<file path="src/rtl/deserializer.sv">
// Serial-to-parallel receive shifter for the I3C RX datapath. The first bit received lands in bit 0.
// Completed frames are held in a valid/ready output register with odd-parity checking and a sticky overrun flag.
module deserializer #(
  parameter int DATA_W    = 9,
  parameter bit PARITY_EN = 1'b1
) (
  input  logic                      clk,
  input  logic                      rst_n,
  input  logic                      start,
  input  logic                      abort,
  input  logic                      sample,
  input  logic                      d,
  output logic [DATA_W-1:0]         out_data,
  output logic                      out_valid,
  input  logic                      out_ready,
  output logic                      out_parity_err,
  output logic                      overrun,
  input  logic                      overrun_clr,
  output logic                      busy,
  output logic [$clog2(DATA_W)-1:0] bit_cnt
);

  localparam int CNT_W = $clog2(DATA_W);
  localparam logic [CNT_W-1:0] LAST_BIT = CNT_W'(DATA_W - 1);

  typedef enum logic [0:0] {IDLE = 1'b0, SHIFT = 1'b1} state_t;

  // A T-bit error is flagged when the frame has an even number of ones.
  function automatic logic odd_parity_err(input logic [DATA_W-1:0] word);
    odd_parity_err = PARITY_EN & ~(^word);
  endfunction

  state_t              state_r, next_state_s;
  logic [DATA_W-1:0]   sr_r;
  logic [CNT_W-1:0]    cnt_r;
  logic [DATA_W-1:0]   data_r;
  logic                valid_r;
  logic                perr_r;
  logic                overrun_r;
  logic                busy_s;
  logic                shift_en_s;
  logic                done_s;
  logic                load_s;
  logic [DATA_W-1:0]   word_s;

  // State register
  always_ff @(posedge clk) begin
    if (!rst_n) begin
      state_r <= IDLE;
    end else begin
      state_r <= next_state_s;
    end
  end

  // Next-state logic: abort beats start; start in SHIFT re-arms without leaving SHIFT
  always_comb begin
    next_state_s = state_r;
    case (state_r)
      IDLE: begin
        if (start && !abort) next_state_s = SHIFT;
        else                 next_state_s = IDLE;
      end
      SHIFT: begin
        if (abort) next_state_s = IDLE;
        else       next_state_s = SHIFT;
      end
      default: next_state_s = IDLE;
    endcase
  end

  // Output decode: sample strobes that coincide with start/abort are discarded
  always_comb begin
    busy_s     = (state_r == SHIFT);
    shift_en_s = busy_s && sample && !start && !abort;
    done_s     = shift_en_s && (cnt_r == LAST_BIT);
    word_s     = {d, sr_r[DATA_W-1:1]};
    load_s     = done_s && (!valid_r || out_ready);
  end

  // Shift register and bit counter; the counter wraps so back-to-back frames need no re-arm
  always_ff @(posedge clk) begin
    if (!rst_n) begin
      sr_r  <= '0;
      cnt_r <= '0;
    end else if (start || abort) begin
      sr_r  <= '0;
      cnt_r <= '0;
    end else if (shift_en_s) begin
      sr_r  <= word_s;
      cnt_r <= done_s ? '0 : cnt_r + CNT_W'(1);
    end else begin
      sr_r  <= sr_r;
      cnt_r <= cnt_r;
    end
  end

  // Output register; a frame that completes while the held word is still unconsumed is dropped
  always_ff @(posedge clk) begin
    if (!rst_n) begin
      data_r    <= '0;
      valid_r   <= 1'b0;
      perr_r    <= 1'b0;
      overrun_r <= 1'b0;
    end else begin
      if (load_s) begin
        data_r  <= word_s;
        perr_r  <= odd_parity_err(word_s);
        valid_r <= 1'b1;
      end else if (valid_r && out_ready) begin
        valid_r <= 1'b0;
      end
      if (done_s && !load_s) overrun_r <= 1'b1;
      else if (overrun_clr)  overrun_r <= 1'b0;
    end
  end

  assign out_data       = data_r;
  assign out_valid      = valid_r;
  assign out_parity_err = perr_r;
  assign overrun        = overrun_r;
  assign busy           = busy_s;
  assign bit_cnt        = cnt_r;

endmodule
</file>
<file path="config.mk">
export PLATFORM = sky130hd
export DESIGN_NAME = deserializer
export DESIGN_NICKNAME = d
export VERILOG_FILES = /design/src/rtl/deserializer.sv
export SDC_FILE = /design/constraint.sdc
export NUM_CORES = 1
export LEC_CHECK = 0
export CAP_MARGIN = 10
export CORE_MARGIN = 8
export CORE_UTILIZATION = 43
export DETAILED_ROUTE_END_ITERATION = 16
export GPL_TIMING_DRIVEN = 0
export PLACE_DENSITY = 0.76
export SYNTH_ARGS = -nofsm -noshare
export SYNTH_HDL_FRONTEND = slang
export SYNTH_SLANG_ARGS = --single-unit
</file>
<file path="constraint.sdc">
create_clock -name clk -period 1.45 [get_ports clk]
set_input_delay 0.435 -clock clk [delete_from_list [all_inputs] [get_ports clk]]
set_output_delay 0.435 -clock clk [all_outputs]
set_load 0.01 [all_outputs]
</file>
==> impl_metrics.ini <==
[status]
outcome = finished with violations
violations = negative setup slack

[setup_path]
critPathKind = reg -> reg
crit_chain = inv_2 -> ha_4 -> nand2_4 -> nor4b_4 -> buf_4 -> buf_6 -> mux2i_1 -> nor2_1
startpoint = bit_cnt[1]
cp_top_family = simple AND/OR/NAND/NOR gates
required_ps = 1670
reg2reg_slack_ps = -90
rr_endpoint = out_data[7]
r2r_start = bit_cnt[1]
cp_slowest_cell = dfxtp_4
reg2reg_depth = 8
cp-start-kind = register
worst_path_largest_cell_delay_ps = 370
path_buf_inv = 3
cp-endpoint = out_data[7]
critPathCaptureType = register
crit_fanout = 5
crit_arrival_ps = 1750
cp.depth = 8

[placement]
place.gp.congestion = 0.737
dpl.hpwl_um = 1550
dp.cells = 149
portBuffers = 24

[floorplanning]
die_h_um = 65.5
io_pins = 25
fp.dieW_um = 65.5
coreArea_mm2 = 0.00239
start_util = 0.441
rows = 18
die_area_mm2 = 0.00429

[timing]
fin_crit_ps = 1540
finalMaxSlewViolations = 0
max_freq_mhz = 651
hold_violations = 0
rsz0062_at_grt = true
setup_violations = 11
slew_headroom = 0.693
finalCritPeriodShare = 1.06
setup_slack_ps = -85.2
tightest_slew_ps = 461
finClkSkew_ps = 3.19
whs_ps = 505
tns_ps = -576

[cells_and_area]
stdcell_count = 162
multiInputGateArea_um2 = 544
drive_gt1_frac = 0.311
syn_to_final_growth_pct = 38.2
fin_nets = 143
fillerInstances = 234
antenna_cells = 0
regArea_um2 = 515

[detailed_routing]
drt_drc_violations_left = 0
viasPerCell = 5.12
drt_wl_total_um = 2280
drtIter0Drc = 19
routedWlPerCell_um = 14.1
ant_nets = 0
dr.pass1.iters = 4
vias = 830

[power_and_ir_drop]
p_comb_frac = 0.060
seq_power_share = 0.648
intPower_uw = 822
peakVddDrop_uv = 470
switching_share = 0.227
powerDensity_mw_per_mm2 = 731
finalPower_uw = 1060
p_sw_uw = 241
clkPwrFrac = 0.292
total_leakage_power_uw = 0.000606

[min_path]
hp-class = reg -> reg
whs_path_depth = 2
hold_start = out_data[0]

[grt]
grt_overflow = 0
grt_pass1_wl_um = 3730
antenna_found_initial = 0
grtUsageTotal = 0.111
grt_max_degree = 15
grt_pass1_vias = 845

[logic_synthesis]
ys_seq_area_frac = 0.476
syn_area_mm2 = 0.00105
ys.flop_type = dfxtp_1
syn-num-nets = 105
syn_area_per_cell_um2 = 11.1
ys_ff_latch = 25
yosys.area.top_type = dfxtp_1
synth_cell_types = 23
synth-edff-count = 0
syn_inst = 95
synthTopCellsByArea = dfxtp_1, o221a_2, mux2i_1
yosysWarningCount = 0
ys_async_sr_fraction = 0
synth_top_cell_area_share = 0.476

[clocking]
h-tree-depth = 1
clk_pin_slew_ps = 130
cts_buffers = 3
cts_sinks = 25
ctsRootBufferMaster = clkbuf_4
clk_path_buf_depth = 2
clkLatencyLatePin_ps = 320
cts_tree = yes

[flow_run]
maxCapViolCount = 0
[cell usage in the layout (no fill, tap or decap), types with 2 or more instances in the layout]
cell type         n
a21oi_1           2
and2_1            2
buf_4             7
buf_6             4
clkbuf_1          2
clkbuf_4          3
clkdlybuf4s15_1   4
clkdlybuf4s50_1   2
dfxtp_1          19
dfxtp_2           3
dfxtp_4           3
dlygate4sd2_1    16
inv_1             2
inv_2             2
mux2i_1           9
nand2_1           4
nor2_1           14
o221a_2           9
xnor2_1           5
xor2_1            3
[logic make-up after synthesis]
group,count (synthesis),share of synthesized area
AOI/OAI and AO/OA,13,0.124
adders and majority gates,2,0.0238
buffers and inverters,8,0.0357
and+or+nand+nor,29,0.168
xor gates and xnor gates,9,0.0880
DFF,25,0.476
muxes,9,0.0856
[through the flow]
stage / area, µm² / worst slack [ps] / util
2_1_floorplan: 1050 / -22.0 / -
3_3_place_gp: 1330 / -578 / 0.558
3_5_place_dp: 1330 / -611 / 0.558
4_1_cts: 1420 / -71.0 / 0.596
5_1_grt: 1450 / -181 / 0.609
6_report: 1450 / -85.2 / 0.609
[per-layer routing]
metal  vias up  part of all wire  GRT usage
met4         0             0.015     0.0572
li1        411                 -          -
met1       398              0.42      0.116
met2        18              0.50      0.194
met3         3             0.064     0.0374
met5         -                 0          0
[worst min-delay path by stage]
stage,to,slack [ps]
after global routing,out_data[0],530
final,out_data[0],500
after CTS,out_data[0],510
after floorplan,bit_cnt[0],480
after global placement,bit_cnt[0],470
after detailed placement,bit_cnt[0],470
[power by group through the flow]
stage	clock network, µW	registers (µW)	logic (µW)
2_1_floorplan	0	710	32.7
3_3_place_gp	0	710	65.6
3_5_place_dp	0	710	66.4
4_1_cts	324	689	63.7
5_1_grt	351	690	69.0
6_report	310	689	63.6
[synthesized netlist by cell type (all sizes together) (2+ instances only)]
master and instances:
a21oi 2, and2 2, buf 2, clkbuf 2, dfxtp 25, ha 2
inv 4, mux2i 9, nand2 5, nand2b 2, nor2 15, o221a 9
xnor2 5, xor2 3
[worst reg2reg max path, stage by stage (launching register included)]
cell and delay, ps:
dfxtp_4 370, inv_2 60, ha_4 140, nand2_4 50
nor4b_4 280, buf_4 160, buf_6 120, mux2i_1 200
nor2_1 50
[flip-flops by register name, summed over array words and instances (netlist names)]
signal          cells
bit_cnt             4
busy                1
out_data            9
sr_r                8
overrun             1
out_valid           1
out_parity_err      1
[final cells by class]
| type | instances | share of cell area |
|---|---|---|
| multi-input cells | 62 | 0.374 |
| flip-flops and latches | 25 | 0.355 |
| repair buffers | 33 | 0.201 |
| well taps | 30 | 0.0258 |
| clock buffers | 3 | 0.0155 |
| plain buffers | 4 | 0.0155 |
| inverters | 4 | 0.0103 |
| clock inverters | 1 | 0.00344 |
[timing repair]
action	CTS	global route
resized for setup	45	8
hold buffers	0	0
buffers inserted	6	3
setup endpoints to repair	41	18
pin swaps	0	4
gates cloned	1	0
(Power assumes the default switching activity.)
